## src/rtl/icache_responder_if.sv

```systemverilog
// Fetch-side and refill-side signal bundle for the single-line instruction cache responder.
interface icache_responder_if;
  logic         req_valid_i;
  logic [39:0]  req_vaddr_i;
  logic         flush_i;
  logic         resp_valid_o;
  logic [31:0]  resp_data_o;
  logic         resp_xcpt_o;
  logic         mem_req_valid_o;
  logic         mem_req_ready_i;
  logic [39:0]  mem_req_addr_o;
  logic         mem_resp_valid_i;
  logic [127:0] mem_resp_data_i;
  logic         mem_resp_error_i;

  // The responder itself.
  modport slave (
    input  req_valid_i, req_vaddr_i, flush_i,
    input  mem_req_ready_i, mem_resp_valid_i, mem_resp_data_i, mem_resp_error_i,
    output resp_valid_o, resp_data_o, resp_xcpt_o,
    output mem_req_valid_o, mem_req_addr_o
  );

  // Fetch unit plus memory model driving the responder.
  modport master (
    output req_valid_i, req_vaddr_i, flush_i,
    output mem_req_ready_i, mem_resp_valid_i, mem_resp_data_i, mem_resp_error_i,
    input  resp_valid_o, resp_data_o, resp_xcpt_o,
    input  mem_req_valid_o, mem_req_addr_o
  );
endinterface

```

## src/rtl/icache_responder.sv

```systemverilog
// Single-line instruction cache responder: one 128-bit line buffer, hit in one
// cycle, otherwise a line refill over a valid/ready request and a one-cycle
// response. A flush invalidates the line and cancels any miss in flight.
module icache_responder (
  input logic            clk_i,
  input logic            rstn_i,
  icache_responder_if.slave bus
);

  localparam logic [1:0] IDLE      = 2'd0;
  localparam logic [1:0] MISS_REQ  = 2'd1;
  localparam logic [1:0] MISS_WAIT = 2'd2;

  logic [1:0]   state;
  logic [127:0] line_buf;
  logic [35:0]  tag;
  logic         line_valid;
  logic         drop;
  logic [39:0]  miss_addr;

  logic         resp_valid;
  logic         resp_xcpt;
  logic [31:0]  resp_data;

  logic         misaligned;
  logic         hit;
  logic [31:0]  hit_word;
  logic [31:0]  fill_word;

  // Word n of a line lives at bits [32n+31:32n].
  function automatic logic [31:0] select_word(input logic [127:0] line, input logic [1:0] idx);
    return line[{idx, 5'b0} +: 32];
  endfunction

  assign misaligned = (bus.req_vaddr_i[1:0] != 2'b00);
  assign hit        = line_valid && (tag == bus.req_vaddr_i[39:4]);
  assign hit_word   = select_word(line_buf, bus.req_vaddr_i[3:2]);
  assign fill_word  = select_word(bus.mem_resp_data_i, miss_addr[3:2]);

  // The refill request is a pure function of state, so a dropped request
  // disappears the cycle after the FSM leaves MISS_REQ.
  assign bus.mem_req_valid_o = (state == MISS_REQ);
  assign bus.mem_req_addr_o  = {miss_addr[39:4], 4'h0};

  assign bus.resp_valid_o = resp_valid;
  assign bus.resp_xcpt_o  = resp_xcpt;
  assign bus.resp_data_o  = resp_data;

  // FSM, line buffer and one-cycle response pulse.
  always_ff @(posedge clk_i or negedge rstn_i) begin
    if (!rstn_i) begin
      state      <= IDLE;
      line_buf   <= '0;
      tag        <= '0;
      line_valid <= 1'b0;
      drop       <= 1'b0;
      miss_addr  <= '0;
      resp_valid <= 1'b0;
      resp_xcpt  <= 1'b0;
      resp_data  <= '0;
    end else begin
      resp_valid <= 1'b0;
      resp_xcpt  <= 1'b0;
      resp_data  <= '0;
      if (bus.flush_i) line_valid <= 1'b0;

      case (state)
        IDLE: begin
          // A flush in the same cycle swallows the request entirely.
          if (bus.req_valid_i && !bus.flush_i) begin
            if (misaligned) begin
              resp_valid <= 1'b1;
              resp_xcpt  <= 1'b1;
            end else if (hit) begin
              resp_valid <= 1'b1;
              resp_data  <= hit_word;
            end else begin
              miss_addr <= bus.req_vaddr_i;
              state     <= MISS_REQ;
            end
          end
        end

        MISS_REQ: begin
          // Once the handshake completes the memory owes us a response, so a
          // flush here can only mark it for discard.
          if (bus.mem_req_ready_i) begin
            state <= MISS_WAIT;
            drop  <= bus.flush_i;
          end else if (bus.flush_i) begin
            state <= IDLE;
          end
        end

        MISS_WAIT: begin
          if (bus.flush_i) drop <= 1'b1;
          if (bus.mem_resp_valid_i) begin
            state <= IDLE;
            drop  <= 1'b0;
            if (!(drop || bus.flush_i)) begin
              resp_valid <= 1'b1;
              if (bus.mem_resp_error_i) begin
                line_valid <= 1'b0;
                resp_xcpt  <= 1'b1;
              end else begin
                line_buf   <= bus.mem_resp_data_i;
                tag        <= miss_addr[39:4];
                line_valid <= 1'b1;
                resp_data  <= fill_word;
              end
            end
          end
        end

        default: state <= IDLE;
      endcase
    end
  end

endmodule

```

## src/flat_wrapper.sv

```systemverilog
// flat-port wrapper written by rule: the top's interface ports become plain ports
module icache_responder_flat 
  (clk_i, rstn_i, bus_req_valid_i, bus_req_vaddr_i, bus_flush_i, bus_mem_req_ready_i, bus_mem_resp_valid_i, bus_mem_resp_data_i, bus_mem_resp_error_i, bus_resp_valid_o, bus_resp_data_o, bus_resp_xcpt_o, bus_mem_req_valid_o, bus_mem_req_addr_o);
  icache_responder_if bus_i ();
  input logic clk_i;
  input logic rstn_i;
  input wire logic [$bits(bus_i.req_valid_i)-1:0] bus_req_valid_i;
  input wire logic [$bits(bus_i.req_vaddr_i)-1:0] bus_req_vaddr_i;
  input wire logic [$bits(bus_i.flush_i)-1:0] bus_flush_i;
  input wire logic [$bits(bus_i.mem_req_ready_i)-1:0] bus_mem_req_ready_i;
  input wire logic [$bits(bus_i.mem_resp_valid_i)-1:0] bus_mem_resp_valid_i;
  input wire logic [$bits(bus_i.mem_resp_data_i)-1:0] bus_mem_resp_data_i;
  input wire logic [$bits(bus_i.mem_resp_error_i)-1:0] bus_mem_resp_error_i;
  output wire logic [$bits(bus_i.resp_valid_o)-1:0] bus_resp_valid_o;
  output wire logic [$bits(bus_i.resp_data_o)-1:0] bus_resp_data_o;
  output wire logic [$bits(bus_i.resp_xcpt_o)-1:0] bus_resp_xcpt_o;
  output wire logic [$bits(bus_i.mem_req_valid_o)-1:0] bus_mem_req_valid_o;
  output wire logic [$bits(bus_i.mem_req_addr_o)-1:0] bus_mem_req_addr_o;
  assign bus_i.req_valid_i = bus_req_valid_i;
  assign bus_i.req_vaddr_i = bus_req_vaddr_i;
  assign bus_i.flush_i = bus_flush_i;
  assign bus_i.mem_req_ready_i = bus_mem_req_ready_i;
  assign bus_i.mem_resp_valid_i = bus_mem_resp_valid_i;
  assign bus_i.mem_resp_data_i = bus_mem_resp_data_i;
  assign bus_i.mem_resp_error_i = bus_mem_resp_error_i;
  assign bus_resp_valid_o = bus_i.resp_valid_o;
  assign bus_resp_data_o = bus_i.resp_data_o;
  assign bus_resp_xcpt_o = bus_i.resp_xcpt_o;
  assign bus_mem_req_valid_o = bus_i.mem_req_valid_o;
  assign bus_mem_req_addr_o = bus_i.mem_req_addr_o;
  icache_responder u_core (.clk_i(clk_i), .rstn_i(rstn_i), .bus(bus_i));
endmodule
```

## config.mk

```make
export PLATFORM = sky130hd
export DESIGN_NAME = icache_responder_flat
export DESIGN_NICKNAME = d
export VERILOG_FILES = /design/src/rtl/icache_responder_if.sv /design/src/rtl/icache_responder.sv /design/src/flat_wrapper.sv
export SDC_FILE = /design/constraint.sdc
export NUM_CORES = 1
export LEC_CHECK = 0
export CORE_MARGIN = 2
export CORE_UTILIZATION = 50
export CTS_BUF_LIST = sky130_fd_sc_hd__clkbuf_4
export DETAILED_ROUTE_END_ITERATION = 16
export GPL_TIMING_DRIVEN = 0
export PLACE_DENSITY = 0.79
export SLEW_MARGIN = 20
export SYNTH_ARGS = -nofsm -noshare
export SYNTH_HDL_FRONTEND = slang
export SYNTH_SLANG_ARGS = --single-unit
export TNS_END_PERCENT = 20
```

## constraint.sdc

```tcl
create_clock -name clk_i -period 3.2 [get_ports clk_i]
set_input_delay 0.32 -clock clk_i [delete_from_list [all_inputs] [get_ports clk_i]]
set_output_delay 0.32 -clock clk_i [all_outputs]
set_load 0.005 [all_outputs]
```

==> summary.txt <==
Power
  – Leakage: 0.00728 uW
  – Max IR drop VDD: 0.000289 V
  – Combinational share of power: 23.0%
  – Sw frac: 28.0%
  – Pwr dens: 583 mW/mm^2
  – Seq pwr share: 45.1%
  – Clock share of power: 31.9%
  – Net Sw Power: 2440 uW
  – Internal: 6270 uW

Global route
  – Total track usage: 29.3%
  – Met2 Use GR: 45.8%
  – Antenna violations before repair: 4
  – Grt peak-use layer: met2
  – Largest net degree at the start of global routing: 82
  – First-pass GRT wire length: 52800 um
  – Gr ovfl total: 0
  – Met3 Usage GRT: 7.58%
  – Vias in the first global route: 9925
  – Grt met1 use: 37.6%

Final layout
  – Most common cell after layout, fill and taps aside: nand2_1
  – NumNets Final: 1586
  – Fin cells: 1738
  – Area growth syn-to-layout: 32.8%
  – Filler instances: 1640
  – Share of cells above drive strength 1: 17.0%
  – Final instance area: 0.0150 sq mm
  – Most frequent cells in the layout: nand2_1, clkdlybuf4s50_1, dfrtp_1
  – Fin util: 68.1%

Yosys
  – Cell area after synthesis: 0.0113 sq mm
  – Post-Synthesis Cells: 1093
  – Synth Warn #: 0
  – Seq/Total Area, Yosys: 53.3%
  – Syn Area/Cell: 10.3 sq um
  – Flops & latches, synth: 240
  – Netlist cell types: 34

Critical path
  – CP max stage cell: nor4b_1
  – Top cell by count, worst path: clkbuf_1
  – Crit path kind: flip-flop to flip-flop
  – Crit path capture type: flip-flop
  – Worst Reg-to-Reg Cells: 7
  – CP Depth: 7
  – WP buf/inv: 3
  – Max incr delay on CP: 750 ps
  – Worst Path Arrival: 3370 ps
  – Crit-path cells: inv_1 -> nand2_1 -> nor4b_1 -> nor2b_1 -> clkbuf_1 -> clkbuf_1 -> a32o_1
  – Max FO, Critical Path: 10
  – Family with the most delay on the worst path: simple AND/OR/NAND/NOR gates
  – Worst Path Required: 3760 ps
  – Critical Path Source Type: flip-flop

Clock tree
  – H-Tree Depth: 3
  – CTS sink count: 240
  – Post-CTS setup buffers: 0
  – Longest Clk Path Bufs: 3
  – CTS tree: built
  – Clock Latency Late Sink: 680 ps
  – Cts repair resizes: 0
  – Num CTS Buffers: 67
  – Clock transition at path regs: 70 ps
  – # hold bufs at CTS: 1
  – Clock root buffer: clkbuf_4

Routing
  – Drt pass-1 iters: 7
  – Total wire length: 34400 um
  – Drt initial violations: 838
  – DRC Markers: 0
  – Via Count: 9557
  – Routed WL per cell: 19.8 um
  – Routed vias/inst: 5.50
  – Post-route ant nets: 0

STA
  – Fmax: 357 MHz
  – Minimum clock period: 2800 ps
  – Slew @ Worst Pin: 1080 ps
  – Final setup fails: 0
  – Setup TNS: 0 ps
  – Tcrit/Tclk final: 87.6%
  – Fin. max-slew vios: 0
  – Worst slew margin: 28.0%
  – Clk_skew: 54.8 ps
  – Final Hold Fails: 0
  – RSZ-0062 raised after global routing: no
  – Worst setup margin: 396 ps

Floorplan
  – Vert. Die Dim: 154 um
  – IO Pins: 250
  – Width of the die: 154 um
  – Site Rows: 54
  – Initial Utilization: 51.3%
  – Core area: 0.0220 sq mm
  – Die ar.: 0.0237 sq mm

Worst hold path
  – Hold path cells: 3
  – Worst hold path class: input port to flip-flop

Flow run
  – Max cap viols: 0

Status
  – Status: complete, no violations

Place
  – Dpl cells: 1621
  – GPL Wtd Cong: 0.879
  – Setup WS pre-CTS: 127 ps
  – Port bufs: 243
  – Dpl hpwl: 24100 um
  – Placed inst area: 0.0141 sq mm
-- worst register-to-register path, cell delays in order, from the launching register on --
cell and delay [ps]:
dfrtp_1 380, inv_1 150, nand2_1 90, nor4b_1 750, nor2b_1 220, clkbuf_1 240
clkbuf_1 610, a32o_1 280
-- registers in the layout (all words and copies together) (netlist names) --
| name | count |
|---|---|
| u_core.line_buf | 128 |
| u_core.miss_addr | 38 |
| u_core.tag | 36 |
| u_core.bus.resp_data_o | 32 |
| u_core.state | 2 |
| u_core.bus.resp_valid_o | 1 |
| u_core.bus.resp_xcpt_o | 1 |
| u_core.drop | 1 |
| u_core.line_valid | 1 |
-- metrics by stage --
step / hold WS [ps] / total power (uW)
6_report: 196 / 8710
5_1_grt: 172 / 9160
4_1_cts: 159 / 8740
3_5_place_dp: 345 / 5970
3_3_place_gp: 451 / 5880
2_1_floorplan: 24.4 / 5060
-- layer usage --
metal  routed length, um  share of wire (%)  vias to the layer above
met2               16200                 47                      554
li1                    -                  -                     4226
met1               13200                 39                     4679
met4                1560                4.5                        0
met3                3400                9.9                       98
met5                   0                  0                        -
-- Yosys cell counts (all sizes together) --
cell type | count | area [sq um]
a2111o | 1 | 11.3
nand2 | 536 | 2010
clkbuf | 39 | 146
xnor2 | 29 | 254
o21ai | 4 | 20.0
nand2b | 3 | 18.8
nor4b | 1 | 8.76
xor2 | 3 | 26.3
a32o | 12 | 120
conb | 1 | 3.75
a21oi | 1 | 5.00
or4 | 1 | 7.51
nand3 | 23 | 115
dfrtp | 240 | 6010
o21bai | 1 | 7.51
mux4 | 64 | 1440
buf | 68 | 459
and4b | 1 | 10.0
inv | 3 | 11.3
o41ai | 1 | 8.76
a211oi | 2 | 15.0
nor4 | 2 | 12.5
or2b | 1 | 8.76
o221ai | 1 | 8.76
nor3 | 2 | 10.0
nor2 | 4 | 15.0
mux2 | 38 | 428
nor2b | 5 | 31.3
nand4 | 6 | 37.5
-- power groups by stage --
| stage | logic (uW) | clock network [uW] | registers [uW] |
|---|---|---|---|
| finish | 2000 | 2780 | 3930 |
| global route | 2180 | 2990 | 3990 |
| CTS | 2010 | 2810 | 3920 |
| detailed placement | 2000 | 0 | 3970 |
| global placement | 1940 | 0 | 3940 |
| floorplan | 1200 | 0 | 3870 |
-- logic make-up (layout without fill, tap and decap cells) --
kind of cell	count (synthesis)	count (layout)	share of synthesized area, %
other	1	9	0.0333
and+or+nand+nor	585	585	20.3
xor gates and xnor gates	32	32	2.49
AOI/OAI and AO/OA	23	23	1.74
muxes	102	102	16.6
buffers and inverters	110	467	5.48
DFF	240	240	53.3
-- final timing paths --
kind	from	end	slack (ps)
max	u_core.state[0]$_DFFE_PN0P_	u_core.bus.resp_data_o[27]$_DFF_PN0_	400
min	bus_mem_resp_data_i[96]	u_core.line_buf[96]$_DFFE_PN0P_	200
max reg2reg	u_core.state[0]$_DFFE_PN0P_	u_core.bus.resp_data_o[27]$_DFF_PN0_	400
min reg2reg	u_core.line_buf[82]$_DFFE_PN0P_	u_core.line_buf[82]$_DFFE_PN0P_	470
max in group asynchronous	rstn_i	u_core.line_buf[95]$_DFFE_PN0P_	1780
min in group asynchronous	rstn_i	u_core.miss_addr[16]$_DFFE_PN0P_	250
-- area by class of cell --
cell class	count	area (sq um)	area share (%)
antenna	5	12.5	0.0837
buffer	107	606	4.05
clock buffer	92	691	4.62
clock inverter	19	124	0.828
inverter	3	11.3	0.0753
multi-input combinational	746	4650	31.1
sequential	240	6010	40.2
tap	280	350	2.34
timing repair buffer	246	2500	16.7
Note: power is estimated with default switching activity, not from simulation.
